==> config.mk <==
export PLATFORM = sky130hd
export DESIGN_NAME = gpio_reg_arb
export DESIGN_NICKNAME = d
export VERILOG_FILES = /design/src/rtl/gpio_reg_arb.sv
export SDC_FILE = /design/constraint.sdc
export NUM_CORES = 1
export LEC_CHECK = 0
export CAP_MARGIN = 10
export CORE_UTILIZATION = 33
export DETAILED_ROUTE_END_ITERATION = 7
export PLACE_DENSITY = 0.81
export REMOVE_ABC_BUFFERS = 1
export SYNTH_ARGS = -nofsm -noshare
export SYNTH_HDL_FRONTEND = slang
export SYNTH_SLANG_ARGS = --single-unit
==> constraint.sdc <==
create_clock -name mclk -period 2.08 [get_ports mclk]
set_input_delay 0.416 -clock mclk [delete_from_list [all_inputs] [get_ports mclk]]
set_output_delay 0.416 -clock mclk [all_outputs]
set_load 0.05 [all_outputs]
==> src/rtl/gpio_reg_arb.sv <==
// gpio_reg_arb
//   Two-master round-robin arbiter in front of a single GPIO register slave.
//   A request from either master is granted one cycle later. The access
//   fields are latched on grant and held on the slave bus until the slave
//   acks. The ack is then forwarded combinationally to the granted master.
//
//   Optional feature macro: GPIO_ARB_TIMEOUT_EN. When it is defined, an
//   access that sees no slave ack within TOUT_CYCLES cycles completes with
//   err=1 and rdata=32'hDEAD_DEAD.
//
// Ports
//   mclk, h_reset          clock, synchronous active-high reset
//   mN_reg_cs/wr/addr/     master N request (N=0,1)
//     wdata/be
//   mN_reg_rdata/ack/err   master N completion (ack is a one-cycle pulse)
//   s_reg_cs/wr/addr/      registered slave-side request
//     wdata/be
//   s_reg_rdata/ack        slave completion
module gpio_reg_arb #(
  parameter int TOUT_CYCLES = 255
) (
  input  logic        mclk,
  input  logic        h_reset,
  input  logic        m0_reg_cs,
  input  logic        m0_reg_wr,
  input  logic [3:0]  m0_reg_addr,
  input  logic [31:0] m0_reg_wdata,
  input  logic [3:0]  m0_reg_be,
  output logic [31:0] m0_reg_rdata,
  output logic        m0_reg_ack,
  output logic        m0_reg_err,
  input  logic        m1_reg_cs,
  input  logic        m1_reg_wr,
  input  logic [3:0]  m1_reg_addr,
  input  logic [31:0] m1_reg_wdata,
  input  logic [3:0]  m1_reg_be,
  output logic [31:0] m1_reg_rdata,
  output logic        m1_reg_ack,
  output logic        m1_reg_err,
  output logic        s_reg_cs,
  output logic        s_reg_wr,
  output logic [3:0]  s_reg_addr,
  output logic [31:0] s_reg_wdata,
  output logic [3:0]  s_reg_be,
  input  logic [31:0] s_reg_rdata,
  input  logic        s_reg_ack
);

  typedef enum logic [1:0] {IDLE, GNT0, GNT1} state_t;

  state_t r_state, w_next;
  logic   r_last_gnt;
  // Set if the granted master lets go of cs mid-access. The slave access
  // still runs to completion, but nothing is returned to the master.
  logic   r_drop;
  logic   w_gnt0, w_gnt1;
  logic   w_tout, w_done;
  logic   w_ack0, w_ack1;

`ifdef GPIO_ARB_TIMEOUT_EN
  logic [7:0] r_tcnt;

  always_ff @(posedge mclk) begin
    if (h_reset)                   r_tcnt <= '0;
    else if (w_gnt0 || w_gnt1)     r_tcnt <= '0;
    else if (r_state != IDLE && !s_reg_ack) r_tcnt <= r_tcnt + 8'd1;
  end

  assign w_tout = (r_state != IDLE) && (r_tcnt == 8'(TOUT_CYCLES - 1));
`else
  assign w_tout = 1'b0;
`endif

  // The slave ack takes priority, so err is reported only for a pure timeout.
  assign w_done = s_reg_ack || w_tout;

  always_comb begin
    w_next = r_state;
    w_gnt0 = 1'b0;
    w_gnt1 = 1'b0;
    case (r_state)
      IDLE: begin
        if (m0_reg_cs && m1_reg_cs) begin
          w_gnt0 = r_last_gnt;
          w_gnt1 = !r_last_gnt;
        end else begin
          w_gnt0 = m0_reg_cs;
          w_gnt1 = m1_reg_cs;
        end
        if (w_gnt0)      w_next = GNT0;
        else if (w_gnt1) w_next = GNT1;
      end
      GNT0, GNT1: if (w_done) w_next = IDLE;
      default: w_next = IDLE;
    endcase
  end

  always_ff @(posedge mclk) begin
    if (h_reset) begin
      r_state     <= IDLE;
      r_last_gnt  <= 1'b1;
      r_drop      <= 1'b0;
      s_reg_cs    <= 1'b0;
      s_reg_wr    <= 1'b0;
      s_reg_addr  <= '0;
      s_reg_wdata <= '0;
      s_reg_be    <= '0;
    end else begin
      r_state <= w_next;
      if (w_gnt0) begin
        s_reg_cs    <= 1'b1;
        s_reg_wr    <= m0_reg_wr;
        s_reg_addr  <= m0_reg_addr;
        s_reg_wdata <= m0_reg_wdata;
        s_reg_be    <= m0_reg_be;
        r_last_gnt  <= 1'b0;
        r_drop      <= 1'b0;
      end else if (w_gnt1) begin
        s_reg_cs    <= 1'b1;
        s_reg_wr    <= m1_reg_wr;
        s_reg_addr  <= m1_reg_addr;
        s_reg_wdata <= m1_reg_wdata;
        s_reg_be    <= m1_reg_be;
        r_last_gnt  <= 1'b1;
        r_drop      <= 1'b0;
      end else begin
        if (r_state != IDLE && w_done) s_reg_cs <= 1'b0;
        if ((r_state == GNT0 && !m0_reg_cs) || (r_state == GNT1 && !m1_reg_cs))
          r_drop <= 1'b1;
      end
    end
  end

  // Master-side completion is combinational from the slave ack.
  // It is gated off during reset and after the master drops cs.
  assign w_ack0 = !h_reset && (r_state == GNT0) && w_done && m0_reg_cs && !r_drop;
  assign w_ack1 = !h_reset && (r_state == GNT1) && w_done && m1_reg_cs && !r_drop;

  assign m0_reg_ack   = w_ack0;
  assign m1_reg_ack   = w_ack1;
  assign m0_reg_rdata = !w_ack0 ? 32'h0 : (s_reg_ack ? s_reg_rdata : 32'hDEAD_DEAD);
  assign m1_reg_rdata = !w_ack1 ? 32'h0 : (s_reg_ack ? s_reg_rdata : 32'hDEAD_DEAD);
`ifdef GPIO_ARB_TIMEOUT_EN
  assign m0_reg_err   = w_ack0 && !s_reg_ack;
  assign m1_reg_err   = w_ack1 && !s_reg_ack;
`else
  assign m0_reg_err   = 1'b0;
  assign m1_reg_err   = 1'b0;
`endif

endmodule

==> summary.txt <==
Logic synthesis
  – Warnings, synthesis: 0
  – Commonest cells post-synth: 65 x and2_1, 46 x dfxtp_1, 43 x a32o_1, 42 x o21bai_1, 41 x nand3b_1
  – Fraction of registers with async set/reset: 0%
  – Post-synth top flop: dfxtp_1
  – Synth Area in Adders: 1.33%
  – Main combinational cell family by area after synthesis: simple AND/OR/NAND/NOR gates
  – Cells after synthesis: 299
  – Post-synthesis share of cell area spent on xor and xnor gates: 0%
  – Yosys cell types: 29
  – Post-synth EDFFs: 0
  – Simple-gate share of the synthesized area: 28.7%
  – Synth top area cells: dfxtp_1 33%, a32o_1 15%, and2_1 14%
  – Mapped cell area: 0.00283 mm²
  – Syn Area/Cell: 9.47 µm²
  – Register bit count reported by yosys: 46
  – Seq/Total Area, Yosys: 32.5%
  – Area fraction of the dominant cell type after synthesis: 32.5%
  – Cell with the most instances after synthesis: and2_1
  – Mux contribution to synthesized area: 0%
  – Compound-gate portion of the synthesized area: 28.0%
  – Synth area leader: dfxtp_1

Placement
  – Port Buffers: 226
  – Hpwl dp: 8.23 mm
  – GP Congestion: 0.840
  – Post-Place Setup Slack: -0.261 ns

Hold path
  – Worst Hold Class: reg2reg

Pwr
  – Power per Cell Area: 505 mW/mm²
  – Switching part of the total: 39.0%
  – Clock share of power: 15.9%
  – Net Sw Power: 1.25 mW
  – Sequential Power Share: 33.9%
  – VDD IR-drop max: 0.000432 V
  – Pleak: 2.48 nW
  – Power share of the combinational group: 50.2%
  – P_int: 1.95 mW

Finish
  – Multi-input logic area: 0.00187 mm²
  – Nets: 649
  – Antenna cell count: 0
  – Layout cells sized above 1: 34.9%
  – Register Area: 927 µm²
  – Syn-to-layout area delta: 123%
  – Filler cells: 504

Timing
  – Final count of pins violating max slew: 0
  – Final setup violation count: 2
  – Slew HR: 56.9%
  – Peak Freq: 0.477 GHz
  – Setup slack after layout: -0.0175 ns
  – Hold Violations, Final: 0
  – Total Negative Setup Slacks: -0.0323 ns
  – Min Tclk post-route: 2.10 ns
  – Worst Tran Pin Value: 0.645 ns
  – RSZ-0062 raised after global routing: true
  – Period utilization: 101%
  – Fin Clk Skew: 0.00364 ns

Global routing
  – GRT overflow: 0
  – Total track usage: 26.2%
  – Initial antenna violation count: 0
  – Number of global-route vias before repair: 3362
  – Largest net degree at the start of global routing: 45
  – First-pass GRT wire length: 18.1 mm

Clocking
  – CTS root buffer: clkbuf_8
  – CTS Hold Buffers Added: 0
  – Clock Sinks: 46
  – Total CTS buffers: 5
  – CTS tree: built
  – H-tree Lvls: 2
  – Clock Pin Slew Worst Setup and Hold Paths: 0.08 ns
  – Clock buffer depth: 2
  – Clk_lat worst skew: 0.28 ns

Drt
  – Pre-antenna DRT Iters: 4
  – Vias per inst: 5.43
  – Vias: 3431
  – Final WL: 12.8 mm
  – DR iter-0 viols: 173
  – Routed len/inst: 20.3 µm
  – Routed Antenna Nets: 0
  – DRC Markers: 0

Floorplanning
  – Die W: 94.7 µm
  – Die height: 94.7 µm
  – Core area: 0.00826 mm²
  – I/O pin cnt: 229
  – Row count: 33
  – Starting Density: 34.3%
  – Die area: 0.00896 mm²

Run
  – Max cap viols: 0

Setup path
  – CP Capture Type: output pin
  – Crit-path max FO: 4
  – Critical Path AT: 1.68 ns
  – Crit path required time: 1.66 ns
  – Critical path class: reg2out
  – Worst setup SP type: flip-flop

Outcome
  – Failing checks: negative setup slack
  – Status: complete, but fails checks
critical path, stage by stage, from the launching register on:
cell,delay (ns)
dfxtp_2,0.34
inv_2,0.05
ha_4,0.15
and3_4,0.19
buf_6,0.13
buf_12,0.12
buf_16,0.12
and2_4,0.16
buf_12,0.14
layer usage:
layer  share of wire [%]  up-vias  GRT usage [%]
li1                    -     1546              -
met2                  53      183           49.0
met1                  37     1676           28.4
met4                 2.8        0           9.09
met5                   0        -              0
met3                 7.6       26           6.44
registers in the layout (all words and copies together) (netlist names):
name	flops
s_reg_wdata	32
s_reg_addr	4
s_reg_be	4
r_state	2
r_drop	1
r_last_gnt	1
s_reg_cs	1
s_reg_wr	1
through the flow:
step | power [mW] | std cells | utilization, % | hold slack [ns] | instance area (µm²)
after CTS | 3.18 | 629 | 75.5 | 0.472 | 6230
after global routing | 3.34 | 632 | 76.6 | 0.486 | 6330
final | 3.20 | 632 | 76.6 | 0.467 | 6330
after global placement | 2.60 | 610 | 70.7 | 0.447 | 5830
after detailed placement | 2.64 | 610 | 70.7 | 0.453 | 5830
after floorplan | 1.92 | 264 | - | 0.468 | 2580
cell type report:
| type | instances | area share (%) |
|---|---|---|
| clock buffers | 7 | 1.21 |
| inverters | 3 | 0.178 |
| multi-input cells | 216 | 29.5 |
| flip-flops and latches | 46 | 14.7 |
| well taps | 105 | 2.08 |
| repair buffers | 255 | 52.3 |
final timing paths:
kind | startpoint | to | slack, ns | cells after the start
worst max-delay path | r_state[1]$_SDFFE_PP0P_ | m0_reg_rdata[27] | -0.02 | 8
worst min-delay path | s_reg_wdata[1]$_SDFFE_PP0P_ | s_reg_wdata[1]$_SDFFE_PP0P_ | 0.47 | 1
worst max register to register | r_state[1]$_SDFFE_PP0P_ | s_reg_wdata[22]$_SDFFE_PP0P_ | 0.22 | 6
worst min register to register | s_reg_wdata[1]$_SDFFE_PP0P_ | s_reg_wdata[1]$_SDFFE_PP0P_ | 0.47 | 1
power groups by stage:
stage	clock network [mW]	registers (mW)	logic (mW)
after floorplan	0	1.51	0.407
after global placement	0	1.09	1.51
after detailed placement	0	1.10	1.53
after CTS	0.524	1.08	1.57
after global routing	0.570	1.10	1.67
final	0.509	1.08	1.60
layout by cell type (no fill, tap or decap), types with 2 or more instances in the layout:
cell	count
o21bai_1	42
buf_2	2
buf_4	14
dfxtp_1	43
clkdlybuf4s50_1	156
buf_6	2
nand2b_1	3
clkbuf_8	5
clkbuf_1	2
a32o_1	43
conb_1	2
and3_4	2
buf_12	76
nand3b_1	41
dfxtp_2	2
and2_4	64
inv_2	2
nor2b_4	3
kinds of logic (layout without fill, tap and decap cells):
logic type               count (synthesis)  count (layout)
buffers and inverters                   39             265
flip-flops                              46              46
AND/OR/NAND/NOR                        119             120
other                                    1               2
adder cells (fa/ha/maj)                  3               3
AO/OA/AOI/OAI                           91              91
repair_timing:
action,in CTS,in global routing
endpoints found under the hold margin,0,0
gates resized for setup,54,38
setup endpoints to repair,66,102
buffers inserted,9,4
cloned,3,2
pin swaps,20,1
Note: power is estimated with default switching activity, not from simulation.
